### src/rtl/uart_pkg.sv
// Shared types and constants for the UART receiver: FSM state encoding and
// the oversampling ratios the sampler timing is built around.
package uart_pkg;

  localparam int CNT_W = 6;

  typedef enum logic [2:0] {
    IDLE,
    START,
    DATA,
    PARITY,
    STOP
  } rx_state_e;

  localparam logic [CNT_W-1:0] PRESCALE_8  = 6'd8;
  localparam logic [CNT_W-1:0] PRESCALE_16 = 6'd16;
  localparam logic [CNT_W-1:0] PRESCALE_32 = 6'd32;

  // An unsupported ratio would put the vote window outside the bit, so fall back to 16.
  function automatic logic [CNT_W-1:0] sanitize_prescale(input logic [CNT_W-1:0] p);
    case (p)
      PRESCALE_8, PRESCALE_16, PRESCALE_32: return p;
      default:                              return PRESCALE_16;
    endcase
  endfunction

endpackage

### src/rtl/uart_rx_sampler.sv
// Three-point majority vote around the middle of each bit period: samples at
// edge counts Prescale/2-1, Prescale/2 and Prescale/2+1.
module uart_rx_sampler
  import uart_pkg::*;
(
  input  logic             clk_i,
  input  logic             en_i,
  input  logic             rx_i,
  input  logic [CNT_W-1:0] edge_cnt_i,
  input  logic [CNT_W-1:0] prescale_i,
  output logic             bit_o
);

  logic [2:0]       smp_q, smp_d;
  logic [CNT_W-1:0] mid;

  function automatic logic majority3(input logic [2:0] s);
    return (s[0] & s[1]) | (s[0] & s[2]) | (s[1] & s[2]);
  endfunction

  always_comb begin
    mid   = prescale_i >> 1;
    smp_d = smp_q;
    if (en_i) begin
      if (edge_cnt_i == mid - CNT_W'(1)) smp_d[0] = rx_i;
      if (edge_cnt_i == mid)             smp_d[1] = rx_i;
      if (edge_cnt_i == mid + CNT_W'(1)) smp_d[2] = rx_i;
    end
  end

  always_ff @(posedge clk_i) begin
    smp_q <= smp_d;
  end

  assign bit_o = majority3(smp_q);

endmodule

### src/rtl/uart_rx.sv
// UART receiver: start/data/parity/stop framing on an oversampled serial line,
// with one registered outcome pulse (good data, parity error, stop error) per frame.
module uart_rx
  import uart_pkg::*;
#(
  parameter int DATA_WIDTH = 8
) (
  input  logic                  CLK,
  input  logic                  RST,
  input  logic                  RX_IN,
  input  logic [5:0]            Prescale,
  input  logic                  PAR_EN,
  input  logic                  PAR_TYP,
  output logic [DATA_WIDTH-1:0] P_DATA,
  output logic                  Data_Valid,
  output logic                  par_err,
  output logic                  stp_err
);

  localparam int BIT_W = (DATA_WIDTH > 1) ? $clog2(DATA_WIDTH) : 1;

  rx_state_e             state_q;
  logic [CNT_W-1:0]      cnt_q, cnt_d;
  logic [CNT_W-1:0]      prescale_q;
  logic [BIT_W-1:0]      bit_cnt_q, bit_cnt_d;
  logic [DATA_WIDTH-1:0] shreg_q, shreg_d;
  logic                  par_en_q, par_typ_q;
  logic                  par_fail_q;
  logic                  armed_q;
  logic                  samp_bit;
  logic                  last_edge, last_data, par_bad, stop_bad;

  function automatic logic exp_parity(input logic [DATA_WIDTH-1:0] d, input logic odd);
    return odd ? ~(^d) : ^d;
  endfunction

  uart_rx_sampler u_sampler (
    .clk_i      (CLK),
    .en_i       (state_q != IDLE),
    .rx_i       (RX_IN),
    .edge_cnt_i (cnt_q),
    .prescale_i (prescale_q),
    .bit_o      (samp_bit)
  );

  always_comb begin
    last_edge = (cnt_q == prescale_q - CNT_W'(1));
    cnt_d     = last_edge ? '0 : cnt_q + CNT_W'(1);
    bit_cnt_d = bit_cnt_q + BIT_W'(1);
    last_data = (bit_cnt_q == BIT_W'(DATA_WIDTH - 1));
    shreg_d   = {samp_bit, shreg_q[DATA_WIDTH-1:1]};
    par_bad   = (samp_bit != exp_parity(shreg_q, par_typ_q));
    stop_bad  = ~samp_bit;
  end

  // cnt_q always holds the edge count of the edge being processed, so the
  // cycle-0 edge (count 0) loads 1 for the edge that follows it.
  always_ff @(posedge CLK) begin
    if (RST) begin
      state_q    <= IDLE;
      cnt_q      <= '0;
      bit_cnt_q  <= '0;
      par_fail_q <= 1'b0;
      armed_q    <= 1'b0;
      P_DATA     <= '0;
      Data_Valid <= 1'b0;
      par_err    <= 1'b0;
      stp_err    <= 1'b0;
    end else begin
      Data_Valid <= 1'b0;
      par_err    <= 1'b0;
      stp_err    <= 1'b0;
      case (state_q)
        IDLE: begin
          if (RX_IN) begin
            armed_q <= 1'b1;
          end else if (armed_q) begin
            state_q    <= START;
            cnt_q      <= CNT_W'(1);
            bit_cnt_q  <= '0;
            par_fail_q <= 1'b0;
            prescale_q <= sanitize_prescale(Prescale);
            par_en_q   <= PAR_EN;
            par_typ_q  <= PAR_TYP;
          end
        end
        START: begin
          cnt_q <= cnt_d;
          if (last_edge) state_q <= samp_bit ? IDLE : DATA;
        end
        DATA: begin
          cnt_q <= cnt_d;
          if (last_edge) begin
            shreg_q   <= shreg_d;
            bit_cnt_q <= bit_cnt_d;
            if (last_data) state_q <= par_en_q ? PARITY : STOP;
          end
        end
        PARITY: begin
          cnt_q <= cnt_d;
          if (last_edge) begin
            par_fail_q <= par_bad;
            state_q    <= STOP;
          end
        end
        STOP: begin
          cnt_q <= cnt_d;
          if (last_edge) begin
            state_q <= IDLE;
            // A low stop bit may be a break: wait for the line to go high before re-arming.
            armed_q <= ~stop_bad;
            if (!par_fail_q && !stop_bad) begin
              Data_Valid <= 1'b1;
              P_DATA     <= shreg_q;
            end else begin
              par_err <= par_fail_q;
              stp_err <= stop_bad;
            end
          end
        end
        default: state_q <= IDLE;
      endcase
    end
  end

endmodule

### config.mk
export PLATFORM = sky130hd
export DESIGN_NAME = uart_rx
export DESIGN_NICKNAME = d
export VERILOG_FILES = /design/src/rtl/uart_pkg.sv /design/src/rtl/uart_rx_sampler.sv /design/src/rtl/uart_rx.sv
export SDC_FILE = /design/constraint.sdc
export NUM_CORES = 1
export LEC_CHECK = 0
export CORE_MARGIN = 10
export CORE_UTILIZATION = 35
export DETAILED_ROUTE_END_ITERATION = 7
export HOLD_SLACK_MARGIN = 0.15
export PLACE_DENSITY = 0.64
export SYNTH_ARGS = -nofsm -noshare
export SYNTH_HDL_FRONTEND = slang
export SYNTH_HIERARCHICAL = 1
export SYNTH_SLANG_ARGS = --single-unit
### constraint.sdc
create_clock -name CLK -period 3.46 [get_ports CLK]
set_input_delay 0.519 -clock CLK [delete_from_list [all_inputs] [get_ports CLK]]
set_output_delay 0.519 -clock CLK [all_outputs]
set_load 0.03 [all_outputs]
==> results.sh <==
export IMPL_grt_max_degree=20
export IMPL_startpoint="prescale_q[1]"
export IMPL_postRouteAntennaNets=0
export IMPL_worstSetupEndpointType="flip-flop"
export IMPL_cts_clk_slew_worst_paths_ns=0.08
export IMPL_dp_slack_ns=0.784
export IMPL_cts_repair_resized=0
export IMPL_antenna_found_initial=0
export IMPL_critical_path_class="reg -> reg"
export IMPL_cts_num_sinks=44
export IMPL_finalNonFillerCells=334
export IMPL_ys_types=54
export IMPL_tritoncts="done"
export IMPL_netlist_top_cells_area="edfxtp_1 25%, dfxtp_1 22%, xnor2_1 6.0%"
export IMPL_min_period_ns=2.71
export IMPL_synth_seq_area_share=0.462
export IMPL_grt_busiest_layer="met2"
export IMPL_wl_mm=4.55
export IMPL_hold_viol_final=0
export IMPL_yosysWarnings=6
export IMPL_power_density_mw_per_mm2=374
export IMPL_h_tree_depth=2
export IMPL_worstPathRequired_ns=3.69
export IMPL_globalplace_congestion=0.831
export IMPL_drv_cap=0
export IMPL_vias=1699
export IMPL_syn_cell_area_mm2=0.00232
export IMPL_yosys_most_used_dff="dfxtp_1"
export IMPL_p_leak_nw=0.990
export IMPL_syn_avg_cell_area_um2=10.0
export IMPL_fin_tns_setup_ns=0
export IMPL_cts_setup_buffers=0
export IMPL_io_pins=22
export IMPL_fp_dieH_um=101
export IMPL_drc=0
export IMPL_r2r_end="state_q[1]"
export IMPL_numPortBuffers=21
export IMPL_rr_startpoint="prescale_q[1]"
export IMPL_drive_gt1_frac=0.0778
export IMPL_rows=29
export IMPL_fin_util=0.428
export IMPL_fp_dieArea_mm2=0.0103
export IMPL_cp_endpoint="state_q[1]"
export IMPL_drt_iter0_drc=123
export IMPL_nets=273
export IMPL_cts_root_buffer="clkbuf_8"
export IMPL_ff2ff_setup_slack_ns=0.75
export IMPL_met3_usage=0.0218
export IMPL_grt_pass1_vias=1640
export IMPL_start_util=0.363
export IMPL_clock_latency_ns=0.30
export IMPL_area_delta_synth_final_pct=18.0
export IMPL_fillers=631
export IMPL_hold_path_class="reg -> reg"
export IMPL_ys_ff_latch=44
export IMPL_grt_use_total=0.0943
export IMPL_yosysMostFrequentCell="dfxtp_1"
export IMPL_syn_inst=231
export IMPL_grt_remaining_overflow=0
export IMPL_arrival_ns=2.93
export IMPL_tightestPinTransition_ns=0.771
export IMPL_finalCritPeriodShare=0.782
export IMPL_async_reset_ff_frac=0
export IMPL_yosys_top_cells_count="25 x dfxtp_1, 24 x nor2_1, 19 x edfxtp_1"
export IMPL_postCtsHoldBufs=0
export IMPL_die_width_um=101
export IMPL_met1_usage=0.123
export IMPL_grtUsageMet2=0.144
export IMPL_max_slew_margin=0.473
export IMPL_skew_ns=0.00848
export IMPL_max_freq_mhz=370
export IMPL_routedWlPerCell_um=13.6
export IMPL_n_antenna_cell=0
export IMPL_setup_viol=0
export IMPL_drv_slew=0
export IMPL_synth_edf_count=19
export IMPL_worst_path_max_fanout=12
export IMPL_rsz0062_at_grt="no"
export IMPL_dp_cells=326
export IMPL_synth_largest_area_cell="edfxtp_1"
export IMPL_core_area_mm2=0.00639
export IMPL_drt_vias_per_instance=5.09
export IMPL_outcome="finished clean"
export IMPL_cts_buffers=5
export IMPL_drt_pass1_iter_count=4
export IMPL_grt_pass1_wl_mm=7.87
export IMPL_worst_setup_path_start_kind="flip-flop"
export IMPL_yosysTopAreaCellShare=0.246
export IMPL_clockBufferDepth=2
export IMPL_hpwlAfterDp_mm=3.41
export IMPL_worstRegToRegCells=8
export IMPL_setup_ws_ns=0.754
export IMPL_ir_drop_mv=0.194
## final cells by class
| type | count | area [um^2] | area share |
|---|---|---|---|
| clock buffer | 6 | 93.8 | 0.0343 |
| clock inverter | 2 | 17.5 | 0.00641 |
| inverter | 8 | 30.0 | 0.0110 |
| multi-input combinational | 173 | 1190 | 0.436 |
| sequential | 44 | 1070 | 0.392 |
| tap | 77 | 96.3 | 0.0352 |
| timing repair buffer | 24 | 233 | 0.0851 |
## worst min path at each step
stage,to,start,slack [ns],depth (start not counted)
CTS,bit_cnt_q[0],bit_cnt_q[0],0.49,1
global route,par_err,par_fail_q,0.51,1
finish,bit_cnt_q[0],bit_cnt_q[0],0.49,1
floorplan,bit_cnt_q[0],bit_cnt_q[0],0.44,1
detailed placement,bit_cnt_q[0],bit_cnt_q[0],0.47,1
global placement,bit_cnt_q[2],bit_cnt_q[2],0.46,2
## power by group
group	switching, W	total (W)	internal (W)
clock network	0.000178	0.000366	0.000188
registers	0.0000165	0.000564	0.000548
logic	0.0000510	0.0000915	0.0000404
total	0.000246	0.00102	0.000776
## cells by family (layout without fill, tap and decap cells)
logic type | count (synthesis) | count (layout) | synth area share
buffers and inverters | 16 | 40 | 0.0265
adders and majority gates | 7 | 7 | 0.0367
muxes | 10 | 10 | 0.0437
other | 1 | 3 | 0.00162
xor gates and xnor gates | 26 | 26 | 0.0983
and+or+nand+nor | 89 | 89 | 0.213
AOI/OAI and AO/OA | 38 | 38 | 0.118
DFF | 44 | 44 | 0.462
## registers in the layout, indices dropped and copies added (netlist names), 3 cells and up
register and count:
u_sampler/smp_q 3, bit_cnt_q 3, cnt_q 6, shreg_q 8, state_q 3, P_DATA 8
prescale_q 6
## per-stage QoR
stage | cell area (um^2) | hold slack, ns | power (W)
2_1_floorplan | 2320 | 0.443 | 0.000638
3_3_place_gp | 2620 | 0.463 | 0.000666
3_5_place_dp | 2620 | 0.472 | 0.000667
4_1_cts | 2730 | 0.490 | 0.00104
5_1_grt | 2730 | 0.514 | 0.00107
6_report | 2730 | 0.490 | 0.00102
## routing by layer
layer,up-vias,share of wire
li1,884,-
met1,784,0.50
met2,23,0.45
met3,8,0.036
met4,0,0.020
met5,-,0
## cell usage in the layout, fill, tap and decap left out, drive strengths merged, types with 3 or more instances in the layout
cell,instances
conb,3
nor3,7
xnor2,16
ha,6
nor4b,3
mux2i,9
nand3,11
nand2,15
or4,4
nor3b,3
nand2b,7
a21oi,6
nor2,24
buf,3
xor2,10
dfxtp,25
clkdlybuf4s50,21
edfxtp,19
inv,8
o21ai,9
a2111oi,4
nor4,3
a31oi,4
clkbuf,6
## worst max-delay path, cell delays in order (launching register included)
cell      delay, ns
edfxtp_1       0.55
inv_1          0.11
ha_1           0.16
nand2b_1       0.09
o21bai_1       0.17
a311oi_2       0.57
a21oi_2        0.28
or4_1          0.56
a21oi_1        0.14
Power figures use the tool's default switching activity.
